## src/rtl/cpu_defs.sv

```systemverilog
// Shared types and constants for the data-side posted-write buffer.
package cpu_defs;

    localparam int WBUF_DEPTH  = 4;
    localparam int WBUF_ADDR_W = 32;

    typedef struct packed {
        logic [WBUF_ADDR_W-1:0] addr;
        logic [31:0]            wdata;
        logic [3:0]             wstrb;
        logic [1:0]             size;
    } wbuf_entry_t;

    typedef enum logic [2:0] {
        IDLE,
        W_ADDR,
        W_DATA,
        R_ADDR,
        R_DATA
    } wbuf_state_t;

endpackage

```

## src/rtl/wbuf_fifo.sv

```systemverilog
// Synchronous FIFO of queued store entries; head is visible without a pop.
module wbuf_fifo
    import cpu_defs::*;
#(
    parameter int DEPTH = WBUF_DEPTH
) (
    input  logic                   clk,
    input  logic                   reset,
    input  logic                   push_i,
    input  logic                   pop_i,
    input  wbuf_entry_t            data_i,
    output wbuf_entry_t            head_o,
    output logic                   full_o,
    output logic                   empty_o,
    output logic [$clog2(DEPTH):0] count_o
);

    localparam int PTR_W = $clog2(DEPTH);
    localparam int CNT_W = PTR_W + 1;

    wbuf_entry_t      mem_q [DEPTH];
    logic [PTR_W-1:0] wrPtr_q;
    logic [PTR_W-1:0] rdPtr_q;
    logic [CNT_W-1:0] count_q;
    logic             doPush;
    logic             doPop;

    assign full_o  = (count_q == CNT_W'(DEPTH));
    assign empty_o = (count_q == '0);
    assign doPush  = push_i & ~full_o;
    assign doPop   = pop_i & ~empty_o;
    assign head_o  = mem_q[rdPtr_q];
    assign count_o = count_q;

    // Pointers wrap naturally because DEPTH is a power of two.
    always_ff @(posedge clk or posedge reset) begin
        if (reset) begin
            wrPtr_q <= '0;
            rdPtr_q <= '0;
            count_q <= '0;
            for (int i = 0; i < DEPTH; i++) begin
                mem_q[i] <= '0;
            end
        end else begin
            if (doPush) begin
                mem_q[wrPtr_q] <= data_i;
                wrPtr_q        <= wrPtr_q + PTR_W'(1);
            end
            if (doPop) begin
                rdPtr_q <= rdPtr_q + PTR_W'(1);
            end
            if (doPush && !doPop) begin
                count_q <= count_q + CNT_W'(1);
            end else if (doPop && !doPush) begin
                count_q <= count_q - CNT_W'(1);
            end
        end
    end

endmodule

```

## src/rtl/data_write_buffer.sv

```systemverilog
// Posted-write buffer: stores are acked once queued and drained in order;
// loads pass through only when the buffer is empty to keep program order.
module data_write_buffer
    import cpu_defs::*;
#(
    parameter int DEPTH  = WBUF_DEPTH,
    parameter int ADDR_W = WBUF_ADDR_W
) (
    input  logic              clk,
    input  logic              reset,
    input  logic              cpu_req,
    input  logic              cpu_wr,
    input  logic [1:0]        cpu_size,
    input  logic [3:0]        cpu_wstrb,
    input  logic [ADDR_W-1:0] cpu_addr,
    input  logic [31:0]       cpu_wdata,
    output logic              cpu_addr_ok,
    output logic              cpu_data_ok,
    output logic [31:0]       cpu_rdata,
    output logic              mem_req,
    output logic              mem_wr,
    output logic [1:0]        mem_size,
    output logic [3:0]        mem_wstrb,
    output logic [ADDR_W-1:0] mem_addr,
    output logic [31:0]       mem_wdata,
    input  logic              mem_addr_ok,
    input  logic              mem_data_ok,
    input  logic [31:0]       mem_rdata,
    output logic              buf_empty
);

    localparam int CNT_W = $clog2(DEPTH) + 1;

    wbuf_state_t       state_q;
    wbuf_state_t       state_d;
    wbuf_entry_t       pushEntry;
    wbuf_entry_t       head;
    logic [CNT_W-1:0]  count;
    logic              fifoFull;
    logic              fifoEmpty;
    logic              stAccept;
    logic              ldAccept;
    logic              pop;
    logic              moreStores;
    logic              readPhase;
    logic              stAck_q;
    logic              ldAck_q;
    logic [31:0]       rdata_q;
    logic [ADDR_W-1:0] rdAddr_q;
    logic [1:0]        rdSize_q;

    assign readPhase = (state_q == R_ADDR) || (state_q == R_DATA);

    // Stores stay blocked while a load is in flight or its ack is pending,
    // so the two kinds of cpu_data_ok can never collide.
    assign stAccept    = cpu_req & cpu_wr & ~fifoFull & ~readPhase & ~ldAck_q;
    assign ldAccept    = cpu_req & ~cpu_wr & fifoEmpty & (state_q == IDLE);
    assign cpu_addr_ok = stAccept | ldAccept;
    assign pop         = (state_q == W_DATA) & mem_data_ok;
    assign moreStores  = stAccept | (count != CNT_W'(1));

    assign pushEntry.addr  = WBUF_ADDR_W'(cpu_addr);
    assign pushEntry.wdata = cpu_wdata;
    assign pushEntry.wstrb = cpu_wstrb;
    assign pushEntry.size  = cpu_size;

    wbuf_fifo #(
        .DEPTH (DEPTH)
    ) u_fifo (
        .clk     (clk),
        .reset   (reset),
        .push_i  (stAccept),
        .pop_i   (pop),
        .data_i  (pushEntry),
        .head_o  (head),
        .full_o  (fifoFull),
        .empty_o (fifoEmpty),
        .count_o (count)
    );

    always_ff @(posedge clk or posedge reset) begin
        if (reset) begin
            state_q <= IDLE;
        end else begin
            state_q <= state_d;
        end
    end

    always_comb begin
        state_d = state_q;
        unique case (state_q)
            IDLE: begin
                if (!fifoEmpty) begin
                    state_d = W_ADDR;
                end else if (ldAccept) begin
                    state_d = R_ADDR;
                end
            end
            W_ADDR: if (mem_addr_ok) state_d = W_DATA;
            W_DATA: if (mem_data_ok) state_d = moreStores ? W_ADDR : IDLE;
            R_ADDR: if (mem_addr_ok) state_d = R_DATA;
            R_DATA: if (mem_data_ok) state_d = IDLE;
            default: state_d = IDLE;
        endcase
    end

    // Downstream fields come only from the FIFO head or the read register.
    always_comb begin
        mem_req   = (state_q == W_ADDR) || (state_q == R_ADDR);
        mem_wr    = 1'b1;
        mem_size  = head.size;
        mem_wstrb = head.wstrb;
        mem_addr  = ADDR_W'(head.addr);
        mem_wdata = head.wdata;
        if (readPhase) begin
            mem_wr    = 1'b0;
            mem_size  = rdSize_q;
            mem_wstrb = '0;
            mem_addr  = rdAddr_q;
        end
    end

    always_ff @(posedge clk or posedge reset) begin
        if (reset) begin
            stAck_q  <= 1'b0;
            ldAck_q  <= 1'b0;
            rdata_q  <= '0;
            rdAddr_q <= '0;
            rdSize_q <= '0;
        end else begin
            stAck_q <= stAccept;
            ldAck_q <= (state_q == R_DATA) & mem_data_ok;
            if ((state_q == R_DATA) && mem_data_ok) begin
                rdata_q <= mem_rdata;
            end
            if (ldAccept) begin
                rdAddr_q <= cpu_addr;
                rdSize_q <= cpu_size;
            end
        end
    end

    assign cpu_data_ok = stAck_q | ldAck_q;
    assign cpu_rdata   = rdata_q;
    assign buf_empty   = fifoEmpty & (state_q == IDLE) & ~stAck_q & ~ldAck_q;

endmodule
```

## config.mk

```make
export PLATFORM = sky130hd
export DESIGN_NAME = data_write_buffer
export DESIGN_NICKNAME = d
export VERILOG_FILES = /design/src/rtl/cpu_defs.sv /design/src/rtl/wbuf_fifo.sv /design/src/rtl/data_write_buffer.sv
export SDC_FILE = /design/constraint.sdc
export NUM_CORES = 1
export LEC_CHECK = 0
export CAP_MARGIN = 20
export CORE_ASPECT_RATIO = 0.8
export CORE_MARGIN = 3
export CORE_UTILIZATION = 59
export DETAILED_ROUTE_END_ITERATION = 8
export GPL_TIMING_DRIVEN = 0
export PLACE_DENSITY = 0.9
export SYNTH_ARGS = -nofsm -noshare
export SYNTH_HDL_FRONTEND = slang
export SYNTH_SLANG_ARGS = --single-unit
```

## constraint.sdc

```tcl
create_clock -name clk -period 22.2 [get_ports clk]
set_clock_uncertainty 0.2 [all_clocks]
set_input_delay 3.33 -clock clk [delete_from_list [all_inputs] [get_ports clk]]
set_output_delay 3.33 -clock clk [all_outputs]
set_load 0.02 [all_outputs]
```

==> flow_summary.json, run 1 <==
{
  "cts_setup_buffers": 0,
  "tns_ps": 0,
  "gr-total-overflow": 0,
  "postSynthAreaPerCell_um2": 16.8,
  "cpMostUsedCell": "clkdlybuf4s50_1",
  "initial_utilization": 0.612,
  "setup_ws_ps": 13770,
  "post-route-period-util": 0.380,
  "first_global_vias": 10320,
  "crit_type": "input port to output port",
  "required_ps": 18670,
  "vias": 9151,
  "drv_cap": 0,
  "dp_slack_ps": 13790,
  "worstSetupStartpointType": "input port",
  "synth_cell_type_count": 37,
  "nFillCells": 1499,
  "max-slew-margin-rel": 0.384,
  "synthCells": 937,
  "ctsHoldBuffers": 0,
  "fp.coreArea_um2": 25800,
  "status": "finished, final reports clean",
  "worstSkewPairLatency_ps": 500,
  "htree_levels": 2,
  "nets": 1309,
  "setup_viol": 0,
  "synth-seq-area-share": 0.568,
  "ant_nets": 0,
  "antenna_found_initial": 0,
  "hold_viol": 0,
  "ctsResizeCount": 0,
  "rsz0062_at_grt": "no",
  "drc_errors": 0,
  "grt_max_degree": 128,
  "grt_pass1_wl_mm": 56.9,
  "min_period_ps": 8430,
  "r2r_setup_slack_ps": 19130,
  "power_density_nw_per_um2": 168,
  "synth_fa_ha_area_frac": 0.00714,
  "worstPathArrival_ps": 4900,
  "critPathCaptureType": "output port",
  "slew_violations": 0,
  "synthToLayoutAreaGrowth_pct": 25.5,
  "port_buffers": 214,
  "dp_hpwl_mm": 23.4,
  "numCtsBuffers": 36,
  "ys_ff_latch": 358,
  "drive_above_1_share": 0.461,
  "synth_xor_area_frac": 0.00333,
  "max_freq_mhz": 119,
  "total_power_mw": 3.33,
  "synth_compound_area_frac": 0.00817,
  "wl_mm": 35.0,
  "syn_nets": 1054,
  "path_cells": "clkdlybuf4s50_1 > nand2_1 > o22ai_1 > and2_1 > clkdlybuf4s50_1",
  "dieWidth_um": 189,
  "crit_fanout": 5,
  "synth_warnings": 0,
  "cts_tree": "done",
  "wl_per_cell_um": 22.3,
  "slowest_stage": "clkdlybuf4s50_1",
  "gp_congestion": 0.814,
  "fp.dieH_um": 152,
  "leakage_nw": 8.56,
  "synth_simple_gate_area_frac": 0.0109,
  "first_pass_iters": 4,
  "io_pins": 215,
  "avgViaCountPerCell": 5.84,
  "synth_top_family_by_area": "multiplexers",
  "dieArea_um2": 28700,
  "netlist_area_um2": 15800,
  "num_rows": 52,
  "tightestPinTransition_ps": 921,
  "track_usage": 0.249,
  "peakVddDrop_v": 0.000100,
  "drt_iter0_markers": 388,
  "clockRootBuffer": "clkbuf_16",
  "path_clk_slew_ps": 60,
  "clock_sinks": 358,
  "synthMuxAreaShare": 0.372,
  "worst_path_largest_cell_delay_ps": 620,
  "holdCritPathClass": "register to register",
  "cts_buffer_depth": 3
}
==> per-layer routing <==
metal	up-vias	track usage	part of all wire
li1	3984	-	-
met1	4862	0.338	0.43
met2	265	0.414	0.49
met3	40	0.0628	0.063
met4	0	0.0518	0.016
met5	-	0	0
==> cells in the final DEF, fill, tap and decap left out, drive strengths merged, types with 3 or more instances in the layout <==
cell type,count
a21oi,3
and2,3
buf,49
bufinv,9
clkbuf,61
clkdlybuf4s50,214
clkinv,3
dfrtp,358
ha,9
inv,10
mux2,380
mux4,70
nand2,9
nor2,5
nor2b,6
o21ai,3
xnor2,4
==> cells in the mapped netlist <==
master	instances	area, µm²
nand2_2	4	25.0
nor2_2	1	6.26
o311a_2	1	11.3
clkbuf_1	11	41.3
nand2_1	5	18.8
nor2_1	4	15.0
a21oi_1	3	15.0
buf_1	5	18.8
buf_2	13	65.1
a21o_2	1	8.76
mux2i_1	1	10.0
a2111oi_4	1	27.5
mux4_2	70	1580
or2_2	1	6.26
inv_1	10	37.5
nand4_1	1	6.26
a22o_2	1	10.0
nor3_1	1	5.00
a21o_1	1	7.51
nand2b_1	2	12.5
or4_1	1	7.51
ha_1	9	113
o22ai_1	1	6.26
mux2_1	1	11.3
mux2_2	379	4270
xnor2_1	4	35.0
dfrtp_1	358	8960
and2_1	3	18.8
nor3b_1	1	7.51
nor2b_1	6	37.5
buf_6	28	315
nand3_1	1	5.00
a2111oi_0	1	8.76
o21ai_0	3	15.0
a311o_1	1	10.0
xor2_1	2	17.5
o32ai_1	1	8.76
==> logic make-up (layout without fill, tap and decap cells) <==
kind of cell | after synthesis | count (layout)
muxes | 451 | 451
DFF | 358 | 358
buffers and inverters | 67 | 346
and+or+nand+nor | 31 | 31
AOI/OAI and AO/OA | 15 | 15
adders and majority gates | 9 | 9
xor gates and xnor gates | 6 | 6
other | 0 | 1
==> path summary, 6_finish.rpt <==
check | endpoint | from | cells after the start
max | cpu_addr_ok | cpu_wr | 5
min | u_fifo.mem_q[192] | u_fifo.mem_q[192] | 1
max reg2reg | rdAddr_q[0] | u_fifo.count_o[0] | 8
min reg2reg | u_fifo.mem_q[192] | u_fifo.mem_q[192] | 1
max in group asynchronous | u_fifo.mem_q[148] | reset | 4
min in group asynchronous | u_fifo.mem_q[244] | reset | 2
==> state kept, by name, summed over array words and instances, names as in the netlist <==
signal          flops
cpu_rdata          32
u_fifo.wrPtr_q      2
state_q             3
stAck_q             1
ldAck_q             1
rdAddr_q           32
u_fifo.count_o      3
u_fifo.mem_q      280
u_fifo.rdPtr_q      2
rdSize_q            2
==> area by class of cell <==
cell class                      instances  area, µm²  share of cell area
Inverter                               10       45.0             0.00228
Tap cell                              351        439              0.0222
Clock inverter                         12        297              0.0150
Buffer                                 57        440              0.0223
Multi-Input combinational cell        512       6330               0.320
Timing Repair Buffer                  217       2220               0.112
Clock buffer                           50       1050              0.0533
Antenna cell                            1       2.50            0.000126
Sequential cell                       358       8960               0.453
==> metrics by stage <==
step	area, µm²	utilization	hold slack [ps]	std cells
2_1_floorplan	15800	-	252	937
3_3_place_gp	18300	0.712	269	1502
3_5_place_dp	18400	0.716	276	1505
4_1_cts	19800	0.768	301	1567
5_1_grt	19800	0.768	306	1567
6_report	19800	0.768	298	1568
==> power breakdown <==
group / switching [mW] / total [mW] / internal (mW)
clock network: 0.249 / 0.686 / 0.437
logic: 0.655 / 1.51 / 0.853
registers: 0.162 / 1.13 / 0.972
==> critical path, delay by kind of cell <==
kind                   cells  cell delay (ps)
AO/OA/AOI/OAI              1              150
buffers and inverters      2             1170
AND/OR/NAND/NOR            2              250
No activity file was read; power rests on OpenSTA's default activity.
==> inputs of run 2 (changes only) <==
--- a/config.mk
+++ b/config.mk
@@ -8,10 +8,10 @@
 export CAP_MARGIN = 20
 export CORE_ASPECT_RATIO = 0.8
 export CORE_MARGIN = 3
-export CORE_UTILIZATION = 59
+export CORE_UTILIZATION = 50
 export DETAILED_ROUTE_END_ITERATION = 8
 export GPL_TIMING_DRIVEN = 0
-export PLACE_DENSITY = 0.9
+export PLACE_DENSITY = 0.82
 export SYNTH_ARGS = -nofsm -noshare
 export SYNTH_HDL_FRONTEND = slang
 export SYNTH_SLANG_ARGS = --single-unit
==> constraint.sdc (replaced) <==
create_clock -name clk -period 7.69 [get_ports clk]
set_clock_uncertainty 0.2 [all_clocks]
set_input_delay 1.1535 -clock clk [delete_from_list [all_inputs] [get_ports clk]]
set_output_delay 1.1535 -clock clk [all_outputs]
set_load 0.02 [all_outputs]
==> flow_summary.json, run 2 (same netlist as run 1, synthesis figures left out) <==
{
  "status": "finished, final reports clean",
  "required_ps": 6340,
  "r2r_setup_slack_ps": 4690,
  "cts_setup_buffers": 0,
  "nets": 1316,
  "leakage_nw": 8.56,
  "largest_register": "u_fifo.mem_q",
  "numCtsBuffers": 37,
  "fp.coreArea_um2": 30700,
  "min_period_ps": 5060,
  "fin_cells": 1641,
  "gp_congestion": 0.746,
  "dp_cells": 1573,
  "worstSkewPairLatency_ps": 520,
  "peakVddDrop_v": 0.000275,
  "track_usage": 0.216,
  "drt_iter0_markers": 324,
  "antenna_found_initial": 0,
  "drive_above_1_share": 0.464,
  "ctsResizeCount": 0,
  "final_common_cell": "mux2_2",
  "first_pass_iters": 4,
  "dieArea_um2": 33700,
  "crit_type": "register to output port",
  "initial_utilization": 0.513,
  "path_cells": "clkbuf_1 > clkbuf_1 > buf_1 > mux4_2 > clkdlybuf4s50_1",
  "path_clk_slew_ps": 60,
  "dp_slack_ps": 3080,
  "critPathCaptureType": "output port",
  "place_area_um2": 18600,
  "first_global_vias": 10089,
  "htree_levels": 2,
  "fp.dieH_um": 165,
  "cp_top_family": "buffers and inverters",
  "port_buffers": 214,
  "wl_per_cell_um": 21.4,
  "dp_hpwl_mm": 24.3,
  "layout_common_cells": "mux2_2 (379), dfrtp_1 (358), clkdlybuf4s50_1 (214)",
  "wl_mm": 35.1,
  "avgViaCountPerCell": 5.50,
  "setup_ws_ps": 2630,
  "total_power_mw": 9.46,
  "grt_pass1_wl_mm": 56.9,
  "ctsHoldBuffers": 0,
  "slew_violations": 0,
  "vias": 9027,
  "slowest_stage": "buf_1",
  "cts_buffer_depth": 3,
  "io_pins": 215,
  "max_freq_mhz": 197,
  "gr-total-overflow": 0,
  "worstPathArrival_ps": 3710,
  "design_area_um2": 19900,
  "synthToLayoutAreaGrowth_pct": 26.1,
  "max-slew-margin-rel": 0.385,
  "holdWs_ps": 291,
  "setup_viol": 0,
  "grt_max_degree": 44,
  "power_density_nw_per_um2": 476,
  "cpMostUsedCell": "clkbuf_1",
  "crit_fanout": 10,
  "worstPathBufferInverterCount": 4,
  "rsz0062_at_grt": "no",
  "num_rows": 57,
  "clockRootBuffer": "clkbuf_16",
  "post-route-period-util": 0.659,
  "tightestPinTransition_ps": 923,
  "drv_cap": 0,
  "cts_tree": "done",
  "ant_nets": 0,
  "drc_errors": 0,
  "hold_viol": 0,
  "largest_reg_flops": 280,
  "clock_sinks": 358,
  "dieWidth_um": 205,
  "holdCritPathClass": "register to register",
  "worst_path_largest_cell_delay_ps": 690,
  "worstSetupStartpointType": "register"
}
run 2: changes by cell type in the layout (fill, tap and decap cells not counted), moves of 2 or more:
cell        change
buf_12          +9
buf_16          -3
bufinv_16       -6
clkbuf_1        +3
clkbuf_16       +2
clkinv_2        +2
clkinvlp_4      +4
run 2: through the flow:
step | util | TNS, ps
after floorplan | - | 0
after global placement | 0.600 | -261600
after detailed placement | 0.605 | 0
after CTS | 0.647 | 0
after global routing | 0.647 | 0
final | 0.647 | 0
run 2: power breakdown:
| group | internal, mW | total [mW] | switching, mW |
|---|---|---|---|
| Clock | 1.12 | 1.86 | 0.738 |
| Combinational | 2.46 | 4.34 | 1.87 |
| Sequential | 2.81 | 3.26 | 0.457 |
run 2: final cells by class:
type,count,area (µm²)
Fill cell,2215,10900
Sequential cell,358,8960
Multi-Input combinational cell,512,6330
Timing Repair Buffer,223,2320
Clock buffer,56,1130
Tap cell,413,517
Buffer,57,440
Clock inverter,11,141
Inverter,10,41.3
Antenna cell,1,2.50
run 2: path summary, 6_finish.rpt:
check | end | startpoint | cells after the start
setup / recovery | mem_wdata[30] | u_fifo.rdPtr_q[0] | 5
hold / removal | rdAddr_q[31] | rdAddr_q[31] | 1
setup reg to reg | u_fifo.rdPtr_q[1] | u_fifo.rdPtr_q[0] | 5
hold reg to reg | rdAddr_q[31] | rdAddr_q[31] | 1
max in group asynchronous | cpu_rdata[25] | reset | 6
min in group asynchronous | u_fifo.mem_q[102] | reset | 2
run 2: per-layer routing:
metal  routed length, µm  share of wire  GRT usage
met3                2060          0.059     0.0534
met5                   0              0          0
met4                 446          0.013     0.0410
met2               16700           0.48      0.349
met1               15900           0.45      0.302
